<file path="config.mk">
export PLATFORM = sky130hd
export DESIGN_NAME = alu_result_buffer
export DESIGN_NICKNAME = d
export VERILOG_FILES = /design/src/rtl/alu_pkg.sv /design/src/rtl/alu_res_mem.sv /design/src/rtl/alu_result_buffer.sv
export SDC_FILE = /design/constraint.sdc
export NUM_CORES = 1
export LEC_CHECK = 0
export CAP_MARGIN = 10
export CELL_PAD_IN_SITES_DETAIL_PLACEMENT = 1
export CELL_PAD_IN_SITES_GLOBAL_PLACEMENT = 1
export CORE_MARGIN = 5
export CORE_UTILIZATION = 44
export DETAILED_ROUTE_END_ITERATION = 6
export GPL_TIMING_DRIVEN = 0
export PLACE_DENSITY_LB_ADDON = 0.1
export SKIP_LAST_GASP = 1
export SYNTH_ARGS = -nofsm -noshare
export SYNTH_HDL_FRONTEND = slang
export SYNTH_SLANG_ARGS = --single-unit
</file>
<file path="constraint.sdc">
create_clock -name clk -period 3.1 [get_ports clk]
set_input_delay 0.465 -clock clk [delete_from_list [all_inputs] [get_ports clk]]
set_output_delay 0.465 -clock clk [all_outputs]
set_load 0.01 [all_outputs]
</file>
<file path="src/rtl/alu_pkg.sv">
// Shared ALU definitions: default widths, opcode encoding and the buffered result record.
// Optional parity storage in the buffer is enabled by defining ALU_RES_PARITY_EN.
package alu_pkg;

  localparam int ALU_WIDTH = 8;
  localparam int ALU_SEL_W = 4;

  typedef enum logic [ALU_SEL_W-1:0] {
    ALU_ADD  = 4'b0000,
    ALU_SUB  = 4'b0001,
    ALU_MUL  = 4'b0010,
    ALU_DIV  = 4'b0011,
    ALU_SHL  = 4'b0100,
    ALU_SHR  = 4'b0101,
    ALU_ROL  = 4'b0110,
    ALU_ROR  = 4'b0111,
    ALU_AND  = 4'b1000,
    ALU_OR   = 4'b1001,
    ALU_XOR  = 4'b1010,
    ALU_NOR  = 4'b1011,
    ALU_NAND = 4'b1100,
    ALU_XNOR = 4'b1101,
    ALU_GT   = 4'b1110,
    ALU_EQ   = 4'b1111
  } alu_op_e;

  // Field order matches the packed entry layout used in the buffer: {sel, carry, data}.
  typedef struct packed {
    logic [ALU_SEL_W-1:0] sel;
    logic                 carry;
    logic [ALU_WIDTH-1:0] data;
  } alu_res_t;

endpackage

</file>
<file path="src/rtl/alu_res_mem.sv">
// Result storage: DEPTH entries, one synchronous write port, one asynchronous read port.
// Storage is deliberately not reset; validity is tracked by the buffer's level counter.
module alu_res_mem
  import alu_pkg::*;
#(
  parameter int DEPTH   = 4,
  parameter int ENTRY_W = $bits(alu_res_t),
  parameter int AW      = $clog2(DEPTH)
) (
  input  logic               clk,
  input  logic               we,
  input  logic [AW-1:0]      waddr,
  input  logic [ENTRY_W-1:0] wdata,
  input  logic [AW-1:0]      raddr,
  output logic [ENTRY_W-1:0] rdata
);

  logic [ENTRY_W-1:0] mem [DEPTH];

  // Write the pushed entry at the write pointer.
  always_ff @(posedge clk) begin
    if (we) mem[waddr] <= wdata;
  end

  assign rdata = mem[raddr];

endmodule

</file>
<file path="src/rtl/alu_result_buffer.sv">
// FIFO between the combinational ALU and a slower consumer, with zero flag and a
// saturating count of accepted results. Defining ALU_RES_PARITY_EN adds a per-entry
// even-parity bit plus out_par_err / par_err_sticky outputs.
module alu_result_buffer
  import alu_pkg::*;
#(
  parameter int WIDTH = ALU_WIDTH,
  parameter int SEL_W = ALU_SEL_W,
  parameter int DEPTH = 4,
  parameter int CNT_W = 16
) (
  input  logic                       clk,
  input  logic                       rst_n,
  input  logic                       in_valid,
  output logic                       in_ready,
  input  logic [WIDTH-1:0]           in_data,
  input  logic                       in_carry,
  input  logic [SEL_W-1:0]           in_sel,
  output logic                       out_valid,
  input  logic                       out_ready,
  output logic [WIDTH-1:0]           out_data,
  output logic                       out_carry,
  output logic [SEL_W-1:0]           out_sel,
  output logic                       out_zero,
`ifdef ALU_RES_PARITY_EN
  output logic                       out_par_err,
  output logic                       par_err_sticky,
`endif
  output logic [$clog2(DEPTH+1)-1:0] level,
  output logic [CNT_W-1:0]           result_cnt
);

  localparam int PW    = $clog2(DEPTH);
  localparam int LW    = $clog2(DEPTH+1);
  localparam int REC_W = SEL_W + 1 + WIDTH;
`ifdef ALU_RES_PARITY_EN
  localparam int EW = REC_W + 1;
`else
  localparam int EW = REC_W;
`endif
  localparam logic [LW-1:0] FULL_LVL = LW'(DEPTH);

  logic [PW-1:0]    wr_ptr, rd_ptr;
  logic             push, pop;
  logic [REC_W-1:0] in_rec, head_rec;
  logic [EW-1:0]    wr_entry, rd_entry;

  assign in_ready  = (level != FULL_LVL);
  assign out_valid = (level != '0);
  assign push      = in_valid && in_ready;
  assign pop       = out_valid && out_ready;
  assign in_rec    = {in_sel, in_carry, in_data};

`ifdef ALU_RES_PARITY_EN
  // Stored bit makes the whole entry even parity; a mismatch on read flags corruption.
  assign wr_entry    = {^in_rec, in_rec};
  assign out_par_err = out_valid && ((^rd_entry[REC_W-1:0]) != rd_entry[REC_W]);
`else
  assign wr_entry = in_rec;
`endif
  assign head_rec = rd_entry[REC_W-1:0];

  alu_res_mem #(
    .DEPTH  (DEPTH),
    .ENTRY_W(EW),
    .AW     (PW)
  ) u_mem (
    .clk  (clk),
    .we   (push),
    .waddr(wr_ptr),
    .wdata(wr_entry),
    .raddr(rd_ptr),
    .rdata(rd_entry)
  );

  // Head fields are masked while empty so stale storage never leaks out.
  always_comb begin
    out_data  = '0;
    out_carry = 1'b0;
    out_sel   = '0;
    if (out_valid) begin
      {out_sel, out_carry, out_data} = head_rec;
    end
  end

  assign out_zero = out_valid && (out_data == '0);

  // Pointers wrap naturally; level alone distinguishes full from empty.
  always_ff @(posedge clk or negedge rst_n) begin
    if (!rst_n) begin
      wr_ptr <= '0;
      rd_ptr <= '0;
      level  <= '0;
    end else begin
      if (push) wr_ptr <= wr_ptr + 1'b1;
      if (pop)  rd_ptr <= rd_ptr + 1'b1;
      case ({push, pop})
        2'b10:   level <= level + 1'b1;
        2'b01:   level <= level - 1'b1;
        default: level <= level;
      endcase
    end
  end

  // Accepted-result counter sticks at all-ones.
  always_ff @(posedge clk or negedge rst_n) begin
    if (!rst_n) begin
      result_cnt <= '0;
    end else if (push && (result_cnt != '1)) begin
      result_cnt <= result_cnt + 1'b1;
    end
  end

`ifdef ALU_RES_PARITY_EN
  // Latch any parity error seen on an entry as it is consumed.
  always_ff @(posedge clk or negedge rst_n) begin
    if (!rst_n) begin
      par_err_sticky <= 1'b0;
    end else if (pop && out_par_err) begin
      par_err_sticky <= 1'b1;
    end
  end
`endif

endmodule

</file>
Word-level counts from Yosys, hierarchy flattened --
Memories as Yosys holds them, arrays and structs flattened. Index checks and enable logic that the tools add are counted.
Storage, ports and cells: word-level logic and storage cells 27, output and inout port bits 35, input port bits 17, RAM bits 52, memories kept 1, register bits 23
Operators by class: $add $sub $neg 5, multiplexer cells 6, equality and inequality tests 4, reduce and logical (&&, ||, !) cells 7
Memories:
- u_mem.mem | words 4, bits a word 13, read ports 1, clocked after Yosys merged registers in 0, wr ports 1, RTL line alu_res_mem.sv:18 | logic [ENTRY_W-1:0] mem [DEPTH];
Operators by type and width (number):
- adder 16 x 1 -> 16 bit (second input constant) | 1
- inequality test 16 bit (second input constant) | 1
- zero test 8 bit | 1
- two-way mux 8 bit | 1
- one-hot mux 3 bit (2 select lines) | 1
- adder 2 x 1 -> 2 bit (second input constant) | 2
- logical AND 1 bit | 4
- two-way mux 4 bit | 1
- adder 3 x 1 -> 3 bit (second input constant) | 1
- two-way mux 1 bit | 3
- inequality test 3 bit (second input constant) | 1
- nonzero test 3 bit | 1
- subtractor 3 x 1 -> 3 bit (second input constant) | 1
- == test 2 x 1 -> 1 bit (second input constant) | 1
- == test 2 bit (second input constant) | 1
- nonzero test 2 bit | 1

Logic depth before layout (Yosys ltp) --
Gate-level depths: netlist of the first run.
depth after elaboration 4, depth in mapped cells 10, gate-level depth less buffers 8

Modules after synthesis --
From an unflattened synthesis of the first run, not the netlist that was laid out.
Second synthesis, totals: cells, all modules 192, area total of the unflattened synthesis 3208.1 sq um
By module, submodules not included:
- alu_res_mem | times used 1, area each 1913.1 sq um, seq. area each 1561.5 sq um, cells each 71
- alu_result_buffer | times used 1, area each 1295.0 sq um, seq. area each 575.6 sq um, cells each 121

Worst setup path after synthesis of the first run --
Ideal clock, no wire load.
path type register to register, from reg level[1], to reg level[2], arrival 2.252 ns, path slack 0.768 ns, data required time 3.021 ns, stages on the path, launching flop included 11, library setup time 0.079 ns, clock period less this slack 2.332 ns, path buffers 2, path through dfrtp_1 or3b_1 buf_2 nand2_1 buf_2 ha_1 inv_1 fa_1 xor2_1 nor2_1 xor2_1
On the way: word-level cells in the longest chain between the ends 4, elaborated cells between the ends (all ways) 10, those cells by class 2 x add/sub; 3 x eq/ne; 1 x mux; 4 x reduce/logical
RTL lines:
- start: declaration | RTL line alu_result_buffer.sv:29 | output logic [$clog2(DEPTH+1)-1:0] level,
- start signal: assignment | RTL line alu_result_buffer.sv:98 | 2'b10: level <= level + 1'b1;
- start signal: assignment | RTL line alu_result_buffer.sv:99 | 2'b01: level <= level - 1'b1;
- start signal: assignment | RTL line alu_result_buffer.sv:100 | default: level <= level;
- inequality test 3 bit * | RTL line alu_result_buffer.sv:48 | assign in_ready = (level != FULL_LVL);
- named net in_ready | RTL line alu_result_buffer.sv:15 | output logic in_ready,
- logical AND 1 bit * | RTL line alu_result_buffer.sv:50 | assign push = in_valid && in_ready;
- == test 2 x 1 -> 1 bit / == test 2 bit (equally long branches) | RTL line alu_result_buffer.sv:97 | case ({push, pop})
- one-hot mux 3 bit (2 select lines) / nonzero test 2 bit (equally long branches)
Mark *: on every way through the listed nets, which the timed path passes. The rest lies on a longest branch. A chain may end at the register's enable or synchronous reset.

Final worst setup path of the first run --
from reg level[2], to out out_data[6]
On the way: word-level cells in the longest chain between the ends 2
RTL lines:
- nonzero test 3 bit | RTL line alu_result_buffer.sv:49 | assign out_valid = (level != '0);
- two-way mux 8 bit | RTL line alu_result_buffer.sv:81 | if (out_valid) begin
- end: declaration | RTL line alu_result_buffer.sv:21 | output logic [WIDTH-1:0] out_data,
Every way passes these cells.

==> results of run 1 <==
[layout make-up]
type	instances	share of cell area
sequential	75	0.5225
multi-input combinational	108	0.2426
timing repair buffer	52	0.1282
clock buffer	10	0.03120
tap	99	0.03028
clock inverter	6	0.02784
buffer	7	0.01285
inverter	5	0.004589
[cell families after synthesis]
logic type	Yosys count	share of synthesized area
flip-flops	75	0.6706
AND/OR/NAND/NOR	64	0.1154
XOR/XNOR	20	0.05497
multiplexers	17	0.1092
buffers and inverters	12	0.02002
adder cells (fa/ha/maj)	7	0.02984
[routing by layer]
layer / GRT usage / vias to the layer above
met5: 0 / -
met4: 0.05409 / 0
met3: 0.03552 / 6
met2: 0.2641 / 43
met1: 0.1974 / 965
li1: - / 866
[path summary, 6_finish.rpt]
kind / start / to / slack [ps] / depth (start not counted)
setup / recovery: level[2]$_DFFE_PN0P_ / out_data[6] / 440 / 4
hold / removal: level[2]$_DFFE_PN0P_ / level[2]$_DFFE_PN0P_ / 520 / 1
setup reg to reg: level[1]$_DFFE_PN0P_ / level[2]$_DFFE_PN0P_ / 580 / 10
hold reg to reg: level[2]$_DFFE_PN0P_ / level[2]$_DFFE_PN0P_ / 520 / 1
max in group asynchronous: rst_n / wr_ptr[0]$_DFFE_PN0P_ / 2010 / 2
min in group asynchronous: rst_n / result_cnt[15]$_DFFE_PN0P_ / 540 / 1
[power by group]
group          internal (mW)  switching [mW]  leakage (nW)  total (mW)
Sequential              1.32           0.146         0.770        1.46
Combinational          0.781           0.615         0.691        1.40
Clock                  0.538           0.376         0.113       0.914
[cells in the mapped netlist]
cell / count / area (um2)
sky130_fd_sc_hd__buf_1: 1 / 3.750
sky130_fd_sc_hd__and2_2: 1 / 7.510
sky130_fd_sc_hd__inv_1: 5 / 18.77
sky130_fd_sc_hd__nor3_1: 8 / 40.04
sky130_fd_sc_hd__mux2i_1: 1 / 10.01
sky130_fd_sc_hd__xor2_1: 17 / 148.9
sky130_fd_sc_hd__nand4_1: 6 / 37.54
sky130_fd_sc_hd__or3_1: 2 / 12.51
sky130_fd_sc_hd__nor4_1: 6 / 37.54
sky130_fd_sc_hd__buf_6: 2 / 22.52
sky130_fd_sc_hd__nor2_1: 4 / 15.01
sky130_fd_sc_hd__and2_1: 13 / 81.33
sky130_fd_sc_hd__xnor2_1: 3 / 26.28
sky130_fd_sc_hd__and4bb_1: 1 / 12.51
sky130_fd_sc_hd__mux2_2: 3 / 33.78
sky130_fd_sc_hd__or3b_1: 1 / 8.760
sky130_fd_sc_hd__and4_1: 2 / 17.52
sky130_fd_sc_hd__and3_1: 6 / 37.54
sky130_fd_sc_hd__edfxtp_1: 52 / 1562
sky130_fd_sc_hd__buf_2: 3 / 15.01
sky130_fd_sc_hd__mux4_1: 3 / 78.83
sky130_fd_sc_hd__mux4_2: 10 / 225.2
sky130_fd_sc_hd__ha_1: 6 / 75.07
sky130_fd_sc_hd__nor3b_1: 1 / 7.510
sky130_fd_sc_hd__fa_1: 1 / 20.02
sky130_fd_sc_hd__clkbuf_1: 1 / 3.750
sky130_fd_sc_hd__dfrtp_1: 23 / 575.6
sky130_fd_sc_hd__nand3_1: 3 / 15.01
sky130_fd_sc_hd__nand2_1: 10 / 37.54
[timing repair]
action                     in CTS  in global routing
gates resized for setup         1                  4
setup endpoints to repair       1                  1
buffers inserted                0                  0
[sequential cells by signal, summed over array words and instances, names as in the netlist]
name / count
rd_ptr: 2
result_cnt: 16
u_mem.mem: 52
level: 3
wr_ptr: 2
[through the flow]
step / instances / instance area, um2 / hold slack [ps] / util / setup WS, ps
final: 362 / 4090 / 515.1 / 0.5731 / 438.7
after global routing: 362 / 4090 / 536.2 / 0.5731 / 312.4
after CTS: 361 / 4064 / 515.1 / 0.5694 / 58.32
after detailed placement: 345 / 3821 / 501.0 / 0.5354 / 149.5
after global placement: 345 / 3821 / 491.9 / 0.5354 / 161.7
after floorplan: 195 / 3187 / 169.4 / - / 768.3
==> results.yml, run 1 <==
sta:
  worst-slew-pin-transition_ps: 710.1
  report.final.hold_viol_count: 0
  slew_margin_rel: 0.5251
  worst_setup_skew_after_layout_ps: 9.762
  achievable-frequency_mhz: 375.8
  setup_viol: 0
  setup_repair_after_global_routing_missed_its_margin: "no"
  timing_max_transition_violations_final: 0
  min_period_ps: 2661
  fin_crit_sh: 0.8585
  setup-tns-final_ps: 0
die:
  die_w_um: 95.11
  placeableCoreArea_um2: 7137
  floorplan.die_area_um2: 9045
  die_h_um: 95.11
  initial_standard_cell_utilization_of_the_core: 0.4465
  count_of_boundary_i_o_pins: 52
  placementRows: 31
route:
  vias: 1880
  drt-wirelength-per-cell_um: 18.00
  drt_first_pass_iters: 4
  detail-route-antenna-nets: 0
  wl_met2_mm: 3.288
  wl_met3_um: 229
  drc: 0
  via_per_inst: 5.193
  routed.top_layer: "met4"
  total_wirelength_of_the_detailed_routed_design_mm: 6.515
  detailedRoute.firstIterationViolations: 62
  post_route_m1_wl_mm: 2.914
setup_path:
  setup.worst_path.start_class: "flop"
  required_time_at_the_endpoint_of_the_critical_path_ps: 2630
  worst-path-buf-inv: 2
  critical_path.max_stage_delay_ps: 520
  worstPathArrival_ps: 2200
  cp_top_delay_family: "simple AND/OR/NAND/NOR gates"
  max_fo_critical_path: 10
  nature_of_the_critical_path_endpoint: "output port"
  timing.setup.critical_path_class: "flop to output port"
  worst_path_max_delay_cell: "sky130_fd_sc_hd__or3_1"
  timing.critical_path.cells: "or3_1, clkbuf_1, and2_2, clkdlybuf4s50_1"
job:
  maxCapViolations: 0
worst_hold_path:
  holdCritPathClass: "flop to flop"
synth:
  synth-seq-area-share: 0.6706
  synth_area_um2: 3187
  syn-instance-count: 195
  synth.ff_latch_count: 75
  synth_fp_nets: 219
  synth.avg_cell_area_um2: 16.34
  netlist-cell-type-count: 29
  synth.yosys.warnings: 0
finish:
  layout_common_cells: "sky130_fd_sc_hd__edfxtp_1, sky130_fd_sc_hd__clkdlybuf4s50_1, sky130_fd_sc_hd__dfrtp_1"
  area.growth.synth_to_final_pct: 28.35
  multi_input_area_um2: 992.2
  antenna_cells: 0
  drive_gt1_frac: 0.1407
  num-fill-cells: 713
  layout_commonest_cell: "sky130_fd_sc_hd__edfxtp_1"
  finish.net_count: 282
  seqCellArea_um2: 2137
pwr:
  vdd_drop_max_v: 0.0004810
  total_power_mw: 3.775
  leakage_nw: 1.574
  power_density_nw_per_um2: 922.9
global_routing:
  globalRoute.totalOverflow: 0
  grt_max_degree: 24
  grt_pass1_vias: 2031
  grt_antenna_before_repair: 0
  first_pass_grt_wire_length_mm: 10.47
  track_usage: 0.1561
cts:
  ctsLongestPathBuffers: 2
  post_cts_hold_buffer_count: 0
  htree_levels: 3
  numCtsBuffers: 9
  clkSlewWorstSetupHoldPaths_ps: 70
  root_buffer: "sky130_fd_sc_hd__clkbuf_8"
  clock_latency_late_sink_ps: 340
  cts_tree: "built"
  cts_sinks: 75
run_status:
  outcome: "complete, no violations"
placement:
  io_buffers: 51
  globalplace.congestion: 0.7482
  detailed_place_hpwl_mm: 4.371
No activity file was read; power rests on OpenSTA's default activity.
==> inputs of run 2 (changes only) <==
PLACE_DENSITY = 0.89   (was unset)
PLACE_DENSITY_LB_ADDON = unset   (was 0.1)
TNS_END_PERCENT = 10   (was unset)
==> run 2 against run 1 <==
  * Sequential power barely moved
  * Global-route usage grew 1.7 points
  * Maximum frequency is 1.5% lower
  * Register-to-register slack got worse by 90 ps
  * Worst hold slack worse by 4.6 ps
  * Final area fell by 0.61%
  * Final cell count fell by 0.28%
  * Via count is 0.96% higher
  * Largest cell class unchanged
  * Highest routed layer unchanged
==> results.yml, run 2 (same netlist as run 1, synthesis figures left out) <==
setup_path:
  rrSetupSlack_ps: 490
  nature_of_the_critical_path_endpoint: "output port"
  worst_reg2reg_path_length_in_cells: 10
  crit-reg2reg-launch: "level[0]$_DFFE_PN0P_"
  max_fo_critical_path: 10
  setup.worst_path.start_class: "flop"
  required_time_at_the_endpoint_of_the_critical_path_ps: 2630
  r2r_end: "level[2]$_DFFE_PN0P_"
  worstPathArrival_ps: 2240
  timing.setup.critical_path_class: "flop to output port"
pwr:
  total_power_mw: 3.732
  p_switching_mw: 1.165
  power_frac_seq: 0.395
  vdd_drop_max_v: 0.0003909
  power.clock.fraction: 0.223
  power_switching_share: 0.3122
  leakage_nw: 1.569
  p_comb_frac: 0.383
  power_density_nw_per_um2: 918.1
  intPower_mw: 2.567
placement:
  io_buffers: 51
  detailed_place_hpwl_mm: 4.813
  place_area_um2: 3821
  globalplace.congestion: 0.8231
  pre_cts_slack_ps: 137.8
die:
  die_w_um: 95.11
  count_of_boundary_i_o_pins: 52
  placeableCoreArea_um2: 7137
  initial_standard_cell_utilization_of_the_core: 0.4465
  floorplan.die_area_um2: 9045
  placementRows: 31
  die_h_um: 95.11
sta:
  min_period_ps: 2702
  setup_repair_after_global_routing_missed_its_margin: "no"
  achievable-frequency_mhz: 370.1
  worst-slew-pin-transition_ps: 1082
  timing.final.ws_setup_ps: 397.7
  report.final.hold_viol_count: 0
  setup-tns-final_ps: 0
  fin_crit_sh: 0.8717
  worst_setup_skew_after_layout_ps: 14.46
  timing_max_transition_violations_final: 0
  setup_viol: 0
  slew_margin_rel: 0.2761
finish:
  finish.net_count: 281
  reg_top3: "u_mem.mem x52, result_cnt x16, level x3"
  area.growth.synth_to_final_pct: 27.56
  num-fill-cells: 709
  stdcell_area_um2: 4065
  most_flops_register: "u_mem.mem"
  postLayoutCoreUtil: 0.5696
  largest_reg_flops: 52
  layout_commonest_cell: "sky130_fd_sc_hd__edfxtp_1"
  drive_gt1_frac: 0.1374
  antenna_cells: 0
  layout_common_cells: "sky130_fd_sc_hd__edfxtp_1, sky130_fd_sc_hd__clkdlybuf4s50_1, sky130_fd_sc_hd__dfrtp_1"
cts:
  cts_tree: "built"
  cts_repair_resize_count: 1
  clock_latency_late_sink_ps: 350
  ctsLongestPathBuffers: 2
  cts_post_setup_buffers_inserted: 0
  numCtsBuffers: 9
  htree_levels: 3
  clkSlewWorstSetupHoldPaths_ps: 80
  cts_sinks: 75
  root_buffer: "sky130_fd_sc_hd__clkbuf_8"
  post_cts_hold_buffer_count: 0
route:
  routed.top_layer: "met4"
  post_route_m1_wl_mm: 2.998
  total_wirelength_of_the_detailed_routed_design_mm: 6.993
  wl_met3_um: 349
  vias: 1898
  drt_first_pass_iters: 4
  drt-wirelength-per-cell_um: 19.37
  via_per_inst: 5.258
  drc: 0
  detailedRoute.firstIterationViolations: 100
  wl_met2_mm: 3.512
  detail-route-antenna-nets: 0
global_routing:
  grt_pass1_vias: 2101
  globalRoute.totalOverflow: 0
  grt_antenna_before_repair: 0
  grt_max_degree: 24
  track_usage: 0.1727
  first_pass_grt_wire_length_mm: 11.34
worst_hold_path:
  min_path_cells: 1
  worst_hold_path.endpoint: "level[2]$_DFFE_PN0P_"
  holdCritPathClass: "flop to flop"
  hold_path.startpoint: "level[2]$_DFFE_PN0P_"
run_status:
  outcome: "complete, no violations"
job:
  maxCapViolations: 0
run 2: final cells by class:
cell class,count,area [um2],share of cell area
flip-flops and latches,75,2137,0.5257
inverters,5,18.77,0.004617
clock buffers,9,123.9,0.03047
multi-input cells,108,992.2,0.2441
repair buffers,51,513.0,0.1262
clock inverters,7,98.84,0.02432
well taps,99,123.9,0.03047
plain buffers,7,57.56,0.01416
run 2: worst max path at each step:
| stage | from | to | slack (ps) |
|---|---|---|---|
| detailed placement | rd_ptr[1]$_DFFE_PN0P_ | out_zero | 140 |
| CTS | rd_ptr[1]$_DFFE_PN0P_ | out_zero | 30 |
| finish | level[2]$_DFFE_PN0P_ | out_data[1] | 400 |
| global route | level[2]$_DFFE_PN0P_ | out_data[1] | 270 |
| floorplan | level[1]$_DFFE_PN0P_ | level[2]$_DFFE_PN0P_ | 770 |
| global placement | rd_ptr[1]$_DFFE_PN0P_ | out_zero | 220 |
run 2: power by group through the flow:
stage | Clock (mW) | Sequential (mW) | Combinational [mW]
floorplan | 0 | 1.47 | 0.768
global placement | 0 | 1.47 | 1.36
detailed placement | 0 | 1.49 | 1.42
CTS | 0.847 | 1.48 | 1.44
global route | 0.903 | 1.50 | 1.57
finish | 0.831 | 1.47 | 1.43
run 2: metrics by stage:
| stage | hold WS [ps] | cells |
|---|---|---|
| final | 510.5 | 361 |
| after global routing | 548.7 | 361 |
| after CTS | 519.0 | 361 |
| after detailed placement | 509.0 | 345 |
| after global placement | 488.3 | 345 |
| after floorplan | 169.4 | 195 |
run 2: worst max-delay path: stages (launching register included):
cell and delay (ps):
sky130_fd_sc_hd__dfrtp_1 420, sky130_fd_sc_hd__or3_1 530, sky130_fd_sc_hd__clkbuf_1 260, sky130_fd_sc_hd__and2_1 200, sky130_fd_sc_hd__clkdlybuf4s50_1 490
run 2: per-layer routing:
metal / track usage / vias up
li1: - / 859
met2: 0.2799 / 70
met3: 0.04420 / 9
met5: 0 / -
met1: 0.2188 / 960
met4: 0.07692 / 0
